===== config.mk =====
export PLATFORM = sky130hd
export DESIGN_NAME = scc_boot_ctrl
export DESIGN_NICKNAME = d
export VERILOG_FILES = /design/src/rtl/scc_pkg.sv /design/src/rtl/scc_sat_counter.sv /design/src/rtl/scc_boot_ctrl.sv
export SDC_FILE = /design/constraint.sdc
export NUM_CORES = 1
export LEC_CHECK = 0
export CORE_AREA = 2 2 148 150
export CTS_CLUSTER_SIZE = 12
export DETAILED_ROUTE_END_ITERATION = 7
export DIE_AREA = 0 0 150 152
export GPL_ROUTABILITY_DRIVEN = 0
export GPL_TIMING_DRIVEN = 0
export HOLD_SLACK_MARGIN = 0.12
export MAX_ROUTING_LAYER = met4
export PLACE_DENSITY = 0.52
export SLEW_MARGIN = 30
export SYNTH_ARGS = -nofsm -noshare
export SYNTH_HDL_FRONTEND = slang
export SYNTH_SLANG_ARGS = --single-unit

===== constraint.sdc =====
create_clock -name clk -period 2.1 [get_ports clk]
set_input_delay 0.525 -clock clk [delete_from_list [all_inputs] [get_ports clk]]
set_output_delay 0.525 -clock clk [all_outputs]
set_load 0.05 [all_outputs]

===== src/rtl/scc_pkg.sv =====
// rtl/scc_pkg.sv - shared state and status encodings for the SCC boot controller
package scc_pkg;

  typedef enum logic [2:0] {
    S_IDLE    = 3'd0,
    S_LOAD    = 3'd1,
    S_RELEASE = 3'd2,
    S_RUN     = 3'd3,
    S_HALTED  = 3'd4,
    S_FAULT   = 3'd5,
    S_TIMEOUT = 3'd6
  } scc_state_t;

  localparam logic [1:0] ST_RUN   = 2'b00;
  localparam logic [1:0] ST_HALT  = 2'b01;
  localparam logic [1:0] ST_FAULT = 2'b10;
  localparam logic [1:0] ST_TMO   = 2'b11;

endpackage


===== src/rtl/scc_sat_counter.sv =====
// rtl/scc_sat_counter.sv - clearable up-counter that sticks at all-ones
module scc_sat_counter #(
  parameter int WIDTH = 32
) (
  input  logic             clk_i,
  input  logic             rst_ni,
  input  logic             clr_i,
  input  logic             inc_i,
  output logic [WIDTH-1:0] count_o
);

  logic [WIDTH-1:0] count_q, count_d;

  // Clear wins over increment; increment stops once the counter is saturated.
  always_comb begin
    count_d = count_q;
    if (clr_i) begin
      count_d = '0;
    end else if (inc_i && (count_q != '1)) begin
      count_d = count_q + WIDTH'(1);
    end
  end

  // Counter register.
  always_ff @(posedge clk_i or negedge rst_ni) begin
    if (!rst_ni) begin
      count_q <= '0;
    end else begin
      count_q <= count_d;
    end
  end

  assign count_o = count_q;

endmodule


===== src/rtl/scc_boot_ctrl.sv =====
// rtl/scc_boot_ctrl.sv - loads a program image, releases the core from reset and supervises the run
module scc_boot_ctrl
  import scc_pkg::*;
#(
  parameter int ADDR_W     = 16,
  parameter int DATA_W     = 32,
  parameter int RST_HOLD   = 3,
  parameter int WDOG_LIMIT = 3000
) (
  input  logic              clk,
  input  logic              rst,
  input  logic              start,
  input  logic              s_valid,
  input  logic [DATA_W-1:0] s_data,
  input  logic              s_last,
  output logic              s_ready,
  output logic              imem_we,
  output logic [ADDR_W-1:0] imem_addr,
  output logic [DATA_W-1:0] imem_wdata,
  output logic              core_rst,
  output logic              core_clk_en,
  input  logic              halt_f,
  input  logic [1:0]        err_bits,
  output logic              busy,
  output logic [1:0]        status,
  output logic [1:0]        err_latched,
  output logic [31:0]       run_cycles
);

  localparam int          HOLD_W    = $clog2(RST_HOLD + 1);
  localparam logic [HOLD_W-1:0] HOLD_INIT = HOLD_W'(RST_HOLD);
  localparam bit          WDOG_EN   = (WDOG_LIMIT != 0);
  localparam logic [31:0] WDOG_LAST = 32'(WDOG_LIMIT - 1);

  scc_state_t        state_q;
  logic              s_ready_q;
  logic              imem_we_q;
  logic [ADDR_W-1:0] imem_addr_q;
  logic [DATA_W-1:0] imem_wdata_q;
  logic [ADDR_W-1:0] wptr_q;
  logic              core_rst_q;
  logic              core_clk_en_q;
  logic              busy_q;
  logic [1:0]        status_q;
  logic [1:0]        err_latched_q;
  logic [HOLD_W-1:0] hold_q;

  logic start_ok;
  logic in_run;

  // A new load may begin from idle or from any terminal state.
  assign start_ok = start && ((state_q == S_IDLE) || (state_q == S_HALTED) ||
                              (state_q == S_FAULT) || (state_q == S_TIMEOUT));
  assign in_run   = (state_q == S_RUN);

  scc_sat_counter #(
    .WIDTH (32)
  ) u_run_cnt (
    .clk_i   (clk),
    .rst_ni  (rst),
    .clr_i   (start_ok),
    .inc_i   (in_run),
    .count_o (run_cycles)
  );

  // Sequencer with all outputs registered alongside the state.
  always_ff @(posedge clk or negedge rst) begin
    if (!rst) begin
      state_q       <= S_IDLE;
      s_ready_q     <= 1'b0;
      imem_we_q     <= 1'b0;
      imem_addr_q   <= '0;
      imem_wdata_q  <= '0;
      wptr_q        <= '0;
      core_rst_q    <= 1'b1;
      core_clk_en_q <= 1'b0;
      busy_q        <= 1'b0;
      status_q      <= ST_RUN;
      err_latched_q <= 2'b00;
      hold_q        <= '0;
    end else begin
      imem_we_q <= 1'b0;
      case (state_q)
        S_IDLE, S_HALTED, S_FAULT, S_TIMEOUT: begin
          if (start) begin
            state_q       <= S_LOAD;
            s_ready_q     <= 1'b1;
            core_rst_q    <= 1'b1;
            core_clk_en_q <= 1'b0;
            busy_q        <= 1'b1;
            status_q      <= ST_RUN;
            err_latched_q <= 2'b00;
            wptr_q        <= '0;
            imem_addr_q   <= '0;
          end
        end
        S_LOAD: begin
          if (s_valid && s_ready_q) begin
            imem_we_q    <= 1'b1;
            imem_addr_q  <= wptr_q;
            imem_wdata_q <= s_data;
            wptr_q       <= wptr_q + ADDR_W'(1);
            if (s_last) begin
              state_q   <= S_RELEASE;
              s_ready_q <= 1'b0;
              hold_q    <= HOLD_INIT;
            end
          end
        end
        S_RELEASE: begin
          // One cycle for the last write to land, then RST_HOLD cycles of reset.
          if (hold_q == '0) begin
            state_q       <= S_RUN;
            core_rst_q    <= 1'b0;
            core_clk_en_q <= 1'b1;
          end else begin
            hold_q <= hold_q - HOLD_W'(1);
          end
        end
        S_RUN: begin
          if (err_bits != 2'b00) begin
            state_q       <= S_FAULT;
            err_latched_q <= err_bits;
            status_q      <= ST_FAULT;
            core_clk_en_q <= 1'b0;
            busy_q        <= 1'b0;
          end else if (halt_f) begin
            state_q       <= S_HALTED;
            status_q      <= ST_HALT;
            core_clk_en_q <= 1'b0;
            busy_q        <= 1'b0;
          end else if (WDOG_EN && (run_cycles == WDOG_LAST)) begin
            state_q       <= S_TIMEOUT;
            status_q      <= ST_TMO;
            core_clk_en_q <= 1'b0;
            busy_q        <= 1'b0;
          end
        end
        default: begin
          state_q <= S_IDLE;
        end
      endcase
    end
  end

  assign s_ready     = s_ready_q;
  assign imem_we     = imem_we_q;
  assign imem_addr   = imem_addr_q;
  assign imem_wdata  = imem_wdata_q;
  assign core_rst    = core_rst_q;
  assign core_clk_en = core_clk_en_q;
  assign busy        = busy_q;
  assign status      = status_q;
  assign err_latched = err_latched_q;

endmodule


Word-level counts from Yosys, hierarchy flattened
Cells that the tools add are included.
{"block": "word_totals", "wordCells": 97, "inputBits": 40, "out_inout_bits": 89, "ff_bits": 110}
{"block": "classes", "add_sub_neg": 3, "n_eq_ne": 15, "reduce_logical": 25, "n_mux": 41}
{"operator": "32-bit 2-to-1 mux", "n": 2}
{"operator": "16-bit case mux with 2 select lines", "n": 2}
{"operator": "16-bit 2-to-1 mux", "n": 3}
{"operator": "32-bit by 1-bit adder with 32-bit output, second input constant", "n": 1}
{"operator": "32-bit by 12-bit == test with 1-bit output, second input constant", "n": 1}
{"operator": "32-bit inequality test, second input constant", "n": 1}
{"operator": "3-bit 2-to-1 mux", "n": 7}
{"operator": "16-bit by 1-bit adder with 16-bit output, second input constant", "n": 1}
{"operator": "2-bit 2-to-1 mux", "n": 8}
{"operator": "2-bit inequality test, second input constant", "n": 6}
{"operator": "2-bit case mux with 2 select lines", "n": 3}
{"operator": "3-bit case mux with 4 select lines", "n": 1}
{"operator": "3-bit AND reduction", "n": 4}
{"operator": "4-bit AND reduction", "n": 3}
{"operator": "2-bit nonzero test", "n": 6}
{"operator": "1-bit 2-to-1 mux", "n": 11}
{"operator": "3-bit == test, second input constant", "n": 3}
{"operator": "3-bit by 2-bit == test with 1-bit output, second input constant", "n": 2}
{"operator": "1-bit case mux with 2 select lines", "n": 3}
{"operator": "5-bit AND reduction", "n": 1}
{"operator": "4-bit inequality test, second input constant", "n": 1}
{"operator": "4-bit OR reduction", "n": 1}
{"operator": "3-bit by 1-bit == test with 1-bit output, second input constant", "n": 1}
{"operator": "1-bit logical AND", "n": 3}
{"operator": "other kinds (7)", "n": 9}

Longest topological paths before layout
{"block": "depth", "word_depth": 6, "ltp_mapped": 8, "mapped_depth_nobuf": 7}

Modules after synthesis
A second synthesis with hierarchy kept.
{"block": "unflattened", "hier_cells": 539, "area_unflattened_um2": 5212.5}
{"mod": "scc_boot_ctrl", "cells_per_inst": 341, "area_each_um2": 3358.2, "seq_area_each_um2": 1953.1, "instances": 1}
{"mod": "scc_sat_counter", "cells_per_inst": 198, "area_each_um2": 1854.3, "seq_area_each_um2": 800.8, "instances": 1}

Worst setup path after synthesis
No wires, ideal clock.
{"block": "synth_timing", "path_kind": "reg-to-reg", "start": "register u_run_cnt.count_q[25], in the netlist u_run_cnt.count_o[25]", "end": "register u_run_cnt.count_q[19], in the netlist u_run_cnt.count_o[19]", "arrival_ns": 2.196, "synth_period_minus_slack_ns": 2.276, "t_required_ns": 2.021, "path_buffers": 1, "slack_ns": -0.176, "path_stages_with_launch": 7, "setup_ns": 0.079, "path_cell_list": "dfrtp_1 -> clkbuf_2 -> nand4_1 -> or4_4 -> o311a_4 -> nand3_1 -> mux2i_1"}
{"block": "synth_between", "elab_chain_cells": 3}
{"item": "start: declaration", "line_no": "scc_sat_counter.sv:12", "rtl": "logic [WIDTH-1:0] count_q, count_d;"}
{"item": "start signal: assignment", "line_no": "scc_sat_counter.sv:29", "rtl": "count_q <= count_d;"}
{"item": "32-bit inequality test", "line_no": "scc_sat_counter.sv:19", "rtl": "end else if (inc_i && (count_q != '1)) begin"}
{"item": "1-bit logical AND", "line_no": "scc_sat_counter.sv:19"}
{"item": "2-bit nonzero test (no source line)"}
Every way passes these cells.
A chain may end at the register's enable or synchronous reset.

Worst setup path after layout
{"block": "layout_timing", "start": "register imem_addr_q[4], in the netlist imem_addr[4]", "end": "output imem_addr[4]"}
{"item": "start: declaration", "line_no": "scc_boot_ctrl.sv:38", "rtl": "logic [ADDR_W-1:0] imem_addr_q;"}
{"item": "start signal: assignment", "line_no": "scc_boot_ctrl.sv:100", "rtl": "imem_addr_q <= wptr_q;"}
{"item": "end: declaration", "line_no": "scc_boot_ctrl.sv:18", "rtl": "output logic [ADDR_W-1:0] imem_addr,"}
No word-level cell between the ends.

==> results.md <==
* Tightest Pin Transition at 0.5579 ns
* Die Y at 152 µm
* Commonest cells post-synth: nand2_1, dfrtp_1, nor2_1
* Synth top area cells: dfrtp_1, nand2_1, nand3_1, xnor2_1, nor2_1
* Setup slack, reg-to-reg at 0.06 ns
* Endpoints failing setup at 0
* Xor and xnor fraction of the mapped netlist area at 4.338%
* First-pass GRT wire length at 25760 µm
* Ys flop type: dfrtp_1
* Seq/Total Area, Yosys at 52.47%
* Starting DRT DRC Count at 318
* Number of global-route vias before repair at 4637
* Antenna fix cells at 0
* Clock Power Share at 21.0%
* Max-Cap Viols at 0
* Post-synth ARST share at 100.0%
* Fraction of layout cells with a size suffix above 1 at 14.99%
* CTS root buf: clkbuf_16
* Worst hold-check path type: reg -> reg
* Initial Util at 24.58%
* Final worst slack at 0.02345 ns
* Core area at 21350 µm²
* Logic pwr share at 46.2%
* Sequential power share at 32.9%
* Htree depth at 3
* Clk sinks at 110
* Worst R2R Start: u_run_cnt.count_o[3]$_DFFE_PN0P_
* Number of synthesized flops with an enable pin at 0
* Post-Synth Simple-Gate Area at 28.77%
* WL final at 15840 µm
* Met2 wire len at 7430 µm
* Adder-cell share of the synthesized area at 0.7151%
* Reg-to-reg endpoint: u_run_cnt.count_o[27]$_DFFE_PN0P_
* Initial antenna violation count at 0
* Final hold violation count at 0
* Die W at 150 µm
* Routed Antenna Nets at 0
* Max Root-Sink Buffers at 2
* Syn nets at 615
* Synthesized area at 5249 µm²
* Crit path required time at 1.57 ns
* Via count at 4674
* Post-DR vias/cell at 4.642
* FILL cells at 2224
* CTS tree: built
* Tot GR Track Use at 14.67%
* DRT Pass-1 Iters at 6
* # port buffers at 128
* Worst hold start: imem_wdata[13]$_DFFE_PN0P_
* Pin count of the biggest net entering global routing at 59
* Synth Register Bits at 110
* Sw Pwr at 3.921 mW
* CP Data Arrival Time at 1.55 ns
* Shortest period the worst path allows at 2.077 ns
* Status: finished clean
* Compound-cell area share of the yosys netlist at 9.392%
* Grt total ovfl at 0
* R2R depth at 7
* Area share of the largest cell type after synthesis at 51.97%
* Internal power consumption at 4.686 mW
* Residual DRC at 0
* Worst path cell trace: clkdlybuf4s50_1
* Max Clock Skew at 0.01023 ns
* Worst vdd ir at 511.2 µV
* Num CTS Buffers at 9
* WL met1 at 7440 µm
* Final #Nets at 765
* Worst Hold End: imem_wdata[13]$_DFFE_PN0P_
* CTS clk-pin slew, worst paths at 0.08 ns
* I/O pins at 129
* Rel. slew slack at 62.69%
* Top cell type by total area after synthesis: dfrtp_1
* Dpl ws at -0.9832 ns
* Number of max-slew violations in the final report at 0
* Die area at 22800 µm²
* Worst Hold Path Cells at 2
* CP bufs+invs at 1
* Most frequent cell after synthesis: nand2_1
* RSZ-0062 raised after global routing: true
* Largest family of logic cells by synthesized area: simple AND/OR/NAND/NOR gates
* Clk_lat worst skew at 0.37 ns
* Synth cell types at 57
* Pwr Density at 1138 nW/µm²
* Achievable frequency at 481.6 MHz
* Slowest cell on crit path: clkdlybuf4s50_1
* Syn Inst Count at 572
* Met3 wire len at 679 µm
* Startpoint Class: flip-flop
* Slowest cell delay on critical path at 0.85 ns
* Crit Path Category: reg -> out
* Switching Fraction at 45.55%
* Ys Warns at 0
* Final Power at 8.607 mW
* Dpl hpwl at 10960 µm
* CP Max Fanout at 2
* Tcrit/Tclk final at 98.88%
* Endpoint class of the critical path: output pin
* Area grow syn2layout at 44.05%
* Mux share of post-synthesis cell area at 1.144%
* Highest metal used: met4
* Synth Area per Inst at 9.176 µm²
* # rows at 54
* Wire per inst at 15.73 µm
* Cell family with most CP delay: buffers and inverters
* P_leak at 3.864 nW
power by group through the flow:
stage / registers (mW) / logic [mW] / clock network [mW]
floorplan: 4.21 / 1.17 / 0
global placement: 2.88 / 3.89 / 0
detailed placement: 2.88 / 3.92 / 0
CTS: 2.85 / 3.95 / 1.86
global route: 2.89 / 4.31 / 1.95
finish: 2.83 / 3.97 / 1.80
stage by stage:
stage	cells	instance area (µm²)	hold WS [ns]	utilization [%]	TNS, ns
finish	1007	7561	0.4748	35.41	0
global route	1007	7561	0.4982	35.41	-0.07856
CTS	998	7295	0.4823	34.17	-0.009918
detailed placement	981	6944	0.4625	32.52	-44.86
global placement	980	6912	0.4579	32.37	-511.15
floorplan	572	5280	0.2294	-	-0.01521
worst max path at each step:
stage / from / endpoint / slack (ns) / cells past startpoint
2_1_floorplan: u_run_cnt.count_o[9]$_DFFE_PN0P_ / u_run_cnt.count_o[31]$_DFFE_PN0P_ / -0.01 / 5
3_3_place_gp: rst / u_run_cnt.count_o[0]$_DFFE_PN0P_ / -4.62 / 1
3_5_place_dp: start / u_run_cnt.count_o[24]$_DFFE_PN0P_ / -0.98 / 6
4_1_cts: u_run_cnt.count_o[15]$_DFFE_PN0P_ / u_run_cnt.count_o[26]$_DFFE_PN0P_ / -0.01 / 6
5_1_grt: u_run_cnt.count_o[25]$_DFFE_PN0P_ / u_run_cnt.count_o[21]$_DFFE_PN0P_ / -0.03 / 6
6_report: imem_addr[4]$_DFFE_PN0P_ / imem_addr[4] / 0.02 / 1
cell families after synthesis:
| group | after synthesis |
|---|---|
| adder cells (fa/ha/maj) | 3 |
| flip-flops | 110 |
| XOR/XNOR | 26 |
| AO/OA/AOI/OAI | 67 |
| multiplexers | 6 |
| AND/OR/NAND/NOR | 323 |
| buffers and inverters | 37 |
area by class of cell:
class / instances / area (µm²) / share of cell area, %
repair buffers: 139 / 1414 / 18.70
multi-input cells: 425 / 2494 / 32.98
well taps: 280 / 350.3 / 4.633
plain buffers: 31 / 192.7 / 2.548
clock inverters: 7 / 83.83 / 1.109
clock buffers: 9 / 225.2 / 2.979
inverters: 6 / 22.52 / 0.2979
flip-flops and latches: 110 / 2779 / 36.75
cell usage in the layout, fill, tap and decap left out, drive strengths merged, types with 3 or more instances in the layout:
cell type and n:
inv 10, and3 10, o211ai 3, o21ai 10, nand2 172, clkdlybuf4s50 67, ha 3, dlymetal6s2s 26
buf 26, a211oi 7, dfrtp 109, a21oi 13, and4 7, a31oi 8, nor3b 3, dlygate4sd2 34
o311ai 3, nor4 12, nand4 16, clkinv 3, a41o 4, clkbuf 25, or4 4, xor2 9
nor3 7, nand3 39, nand2b 6, nor2 39, xnor2 17, mux2i 6
routing by layer:
layer	track usage [%]	vias to the layer above
met5	-	-
met2	21.98	90
met3	2.342	15
met1	20.04	2272
li1	-	2297
met4	5.256	0
registers in the layout (all words and copies together), names as in the netlist, 2 cells and up:
signal	flops
err_latched	2
hold_q	2
imem_addr	16
imem_wdata	32
state_q	3
status	2
u_run_cnt.count_o	32
wptr_q	16
timing repair:
action	in CTS	in global routing
gates resized for setup	55	64
endpoints found under the hold margin	34	0
buffers inserted	0	9
hold buffers	1	0
setup endpoints to repair	134	121
pin swaps	0	11
worst reg2reg max path: stages, from the launching register on:
cell and delay [ns]:
dfrtp_2 0.41, buf_4 0.17, and4_1 0.20, buf_4 0.15, and3_1 0.22, a31o_4 0.29
or4_1 0.47, nand2_1 0.07
Note: power is estimated with default switching activity, not from simulation.
==> RTL change: new RTL, config.mk and constraints unchanged <==
Set the parameter `DATA_W` to 64 (it was 32).
--- a/src/rtl/scc_boot_ctrl.sv
+++ b/src/rtl/scc_boot_ctrl.sv
@@ -3,7 +3,7 @@
   import scc_pkg::*;
 #(
   parameter int ADDR_W     = 16,
-  parameter int DATA_W     = 32,
+  parameter int DATA_W     = 64,
   parameter int RST_HOLD   = 3,
   parameter int WDOG_LIMIT = 3000
 ) (
Ports: changed (resized imem_wdata and s_data); port bits go from 129 to 193. The function was not compared with the original's and may differ.
==> RTL change against the original RTL <==
- wire length grew 23%
- sequential cell count grew 32
- count of clock-buffer cells in the layout grew 9
- critical path depth grew 5
- clock skew grew 1.7 ps
- power grew 61%
- synthesized cell count grew 22%
- design area grew 28%
- area after synthesis grew 20%
- the run now ends with setup timing left
- setup slack lost 120 ps
- highest routed layer unchanged
==> RTL change: results (changes against the original RTL) <==
[yosys]
synthAdderAreaFrac_pct = 0.594  ; -0.12 points
synth_common_cells = nand2_1 (257), dfrtp_1 (141), nor2_1 (34), clkbuf_1 (32), nand3_1 (32)
synth_nets = 770  ; +25%
synth_seq_area_share_pct = 56.3  ; +3.8 points
synth_compound_area_share_pct = 9.54  ; +0.15 points
synthTopCellsByArea = dfrtp_1 (56%), nand2_1 (15%), nand3_1 (2.5%), xnor2_1 (2.2%), nor2_1 (2.0%)
synth_cell_types = 51  ; -11%
avgSynthCellArea_um2 = 9.09  ; -0.92%
synth-xor-area-share_pct = 3.05  ; -1.3 points
synthMuxAreaShare_pct = 0.515  ; -0.63 points

[routing]
vias = 5785  ; +24%
dr.first_iter.drc_count = 272  ; -14%
drtPass1Iterations = 4  ; -2
wirelength_um = 19500  ; +23%

[global_routing]
use_met1_pct = 23.2  ; +3.1 points
grt_max_degree = 60  ; +1.7%
grt_overflow = 0  ; unchanged
use_met2_pct = 27.0  ; +5.0 points
grt_pass1_wl_um = 31200  ; +21%
grt_usage_pct = 18.0  ; +3.4 points
antenna_found_initial = 0  ; unchanged
gr-usage-met3_pct = 6.16  ; +3.8 points

[setup_path]
critPathMaxStageDelay_ps = 540  ; -310 ps
crit_slowest_cell = or4_4
cp_max_fo = 7  ; +5
crit_family = simple AND/OR/NAND/NOR gates
worst_ep_arrival_time_ps = 2540  ; +990 ps

[final_layout]
drive_gt1_share_pct = 15.4  ; +0.42 points
layout.cells.non_filler = 1227  ; +22%
nets = 1009  ; +32%

[placement]
io_buffers = 192  ; +50%
dpl.cell_count = 1169  ; +19%
placed_cell_area_mm2 = 0.00872  ; +26%
dp_hpwl_um = 13400  ; +22%

[outcome]
status = finished, violations left
failed_checks = setup timing

[sta]
setup_viol = 7  ; +7
fin_ws_ps = -101  ; -124 ps
skew_ps = 12.0  ; +1.74 ps
fin_setup_tns_ps = -406  ; -406 ps
maxSlewHeadroom_pct = 61.0  ; -1.7 points

[clock_tree]
cts_max_path_buffers = 2  ; unchanged
clkSlewWorstSetupHoldPaths_ps = 60  ; -20 ps
cts_buffers = 17  ; +8
clock_latency_ps = 430  ; +60 ps
htree_num_levels = 4  ; +1

[power]
power.leakage_nw = 4.79  ; +24%
ir_drop_mv = 0.859  ; +68%

[min_path]
hold_class = flip-flop to flip-flop

-- RTL change: cell types whose count changed in the layout (fill, tap and decap cells not counted), sizes merged, moves of 6 or more --
cell and delta:
or3 +11, dfrtp +32, dlygate4sd2 +87, nand3 -7, buf +14, o21ai +12, a21oi +7, clkbuf +18
nand2 +85, dlymetal6s2s -26, o31ai +7, nor4 -6, clkinvlp +6
-- RTL change: layout make-up --
class,count,area [µm²]
sequential,142,3580
timing repair buffer,222,2050
fill,2157,11700
clock inverter,14,215
clock buffer,18,429
multi-input combinational,504,2720
tap,280,350
buffer,35,278
inverter,12,48.8
-- RTL change: cell families (layout without fill, tap and decap cells) --
logic type / count (synthesis) / count (layout)
buffers and inverters: 49 / 301
DFF: 142 / 142
adders and majority gates: 3 / 3
and+or+nand+nor: 386 / 386
xor gates and xnor gates: 22 / 22
AOI/OAI and AO/OA: 90 / 90
muxes: 3 / 3
-- RTL change: worst register-to-register path, stage by stage (launching register included) --
cell,delay (ps)
dfrtp_1,400
nand3b_4,170
or4_4,540
a311o_2,400
buf_6,160
or3_4,320
a21oi_2,140
-- RTL change: stage by stage --
| step | setup WS (ps) | hold WS (ps) |
|---|---|---|
| after detailed placement | -956 | 393 |
| after global routing | -179 | 491 |
| after global placement | -6260 | 457 |
| after floorplan | -39.5 | 229 |
| final | -101 | 464 |
| after CTS | -166 | 472 |
-- RTL change: path summary, 6_finish.rpt --
check,startpoint,endpoint,cells past startpoint
max,state_q[2],u_run_cnt.count_o[23],6
min,imem_wdata[6],imem_wdata[6],2
max reg2reg,state_q[2],u_run_cnt.count_o[23],6
min reg2reg,imem_wdata[6],imem_wdata[6],2
max in group asynchronous,rst,u_run_cnt.count_o[3],4
min in group asynchronous,rst,u_run_cnt.count_o[27],2
-- RTL change: power breakdown --
group / internal (W) / switching (W)
clock network: 0.00211 / 0.00123
logic: 0.00193 / 0.00459
registers: 0.00353 / 0.000464
-- RTL change: timing repair --
| action | 4_1_cts | 5_1_grt |
|---|---|---|
| hold buffers | 1 | 0 |
| gates cloned | 1 | 0 |
| hold endpoints to repair | 26 | 0 |
| endpoints found under the setup margin | 253 | 121 |
| setup buffers | 7 | 19 |
| gates resized for setup | 179 | 41 |
| pin swaps | 4 | 6 |
-- RTL change: routing by layer --
metal  up-vias  wire, µm
met3        13      1520
met4         0       210
met2       184      9040
li1       2841         -
met5         -         0
met1      2747      8680
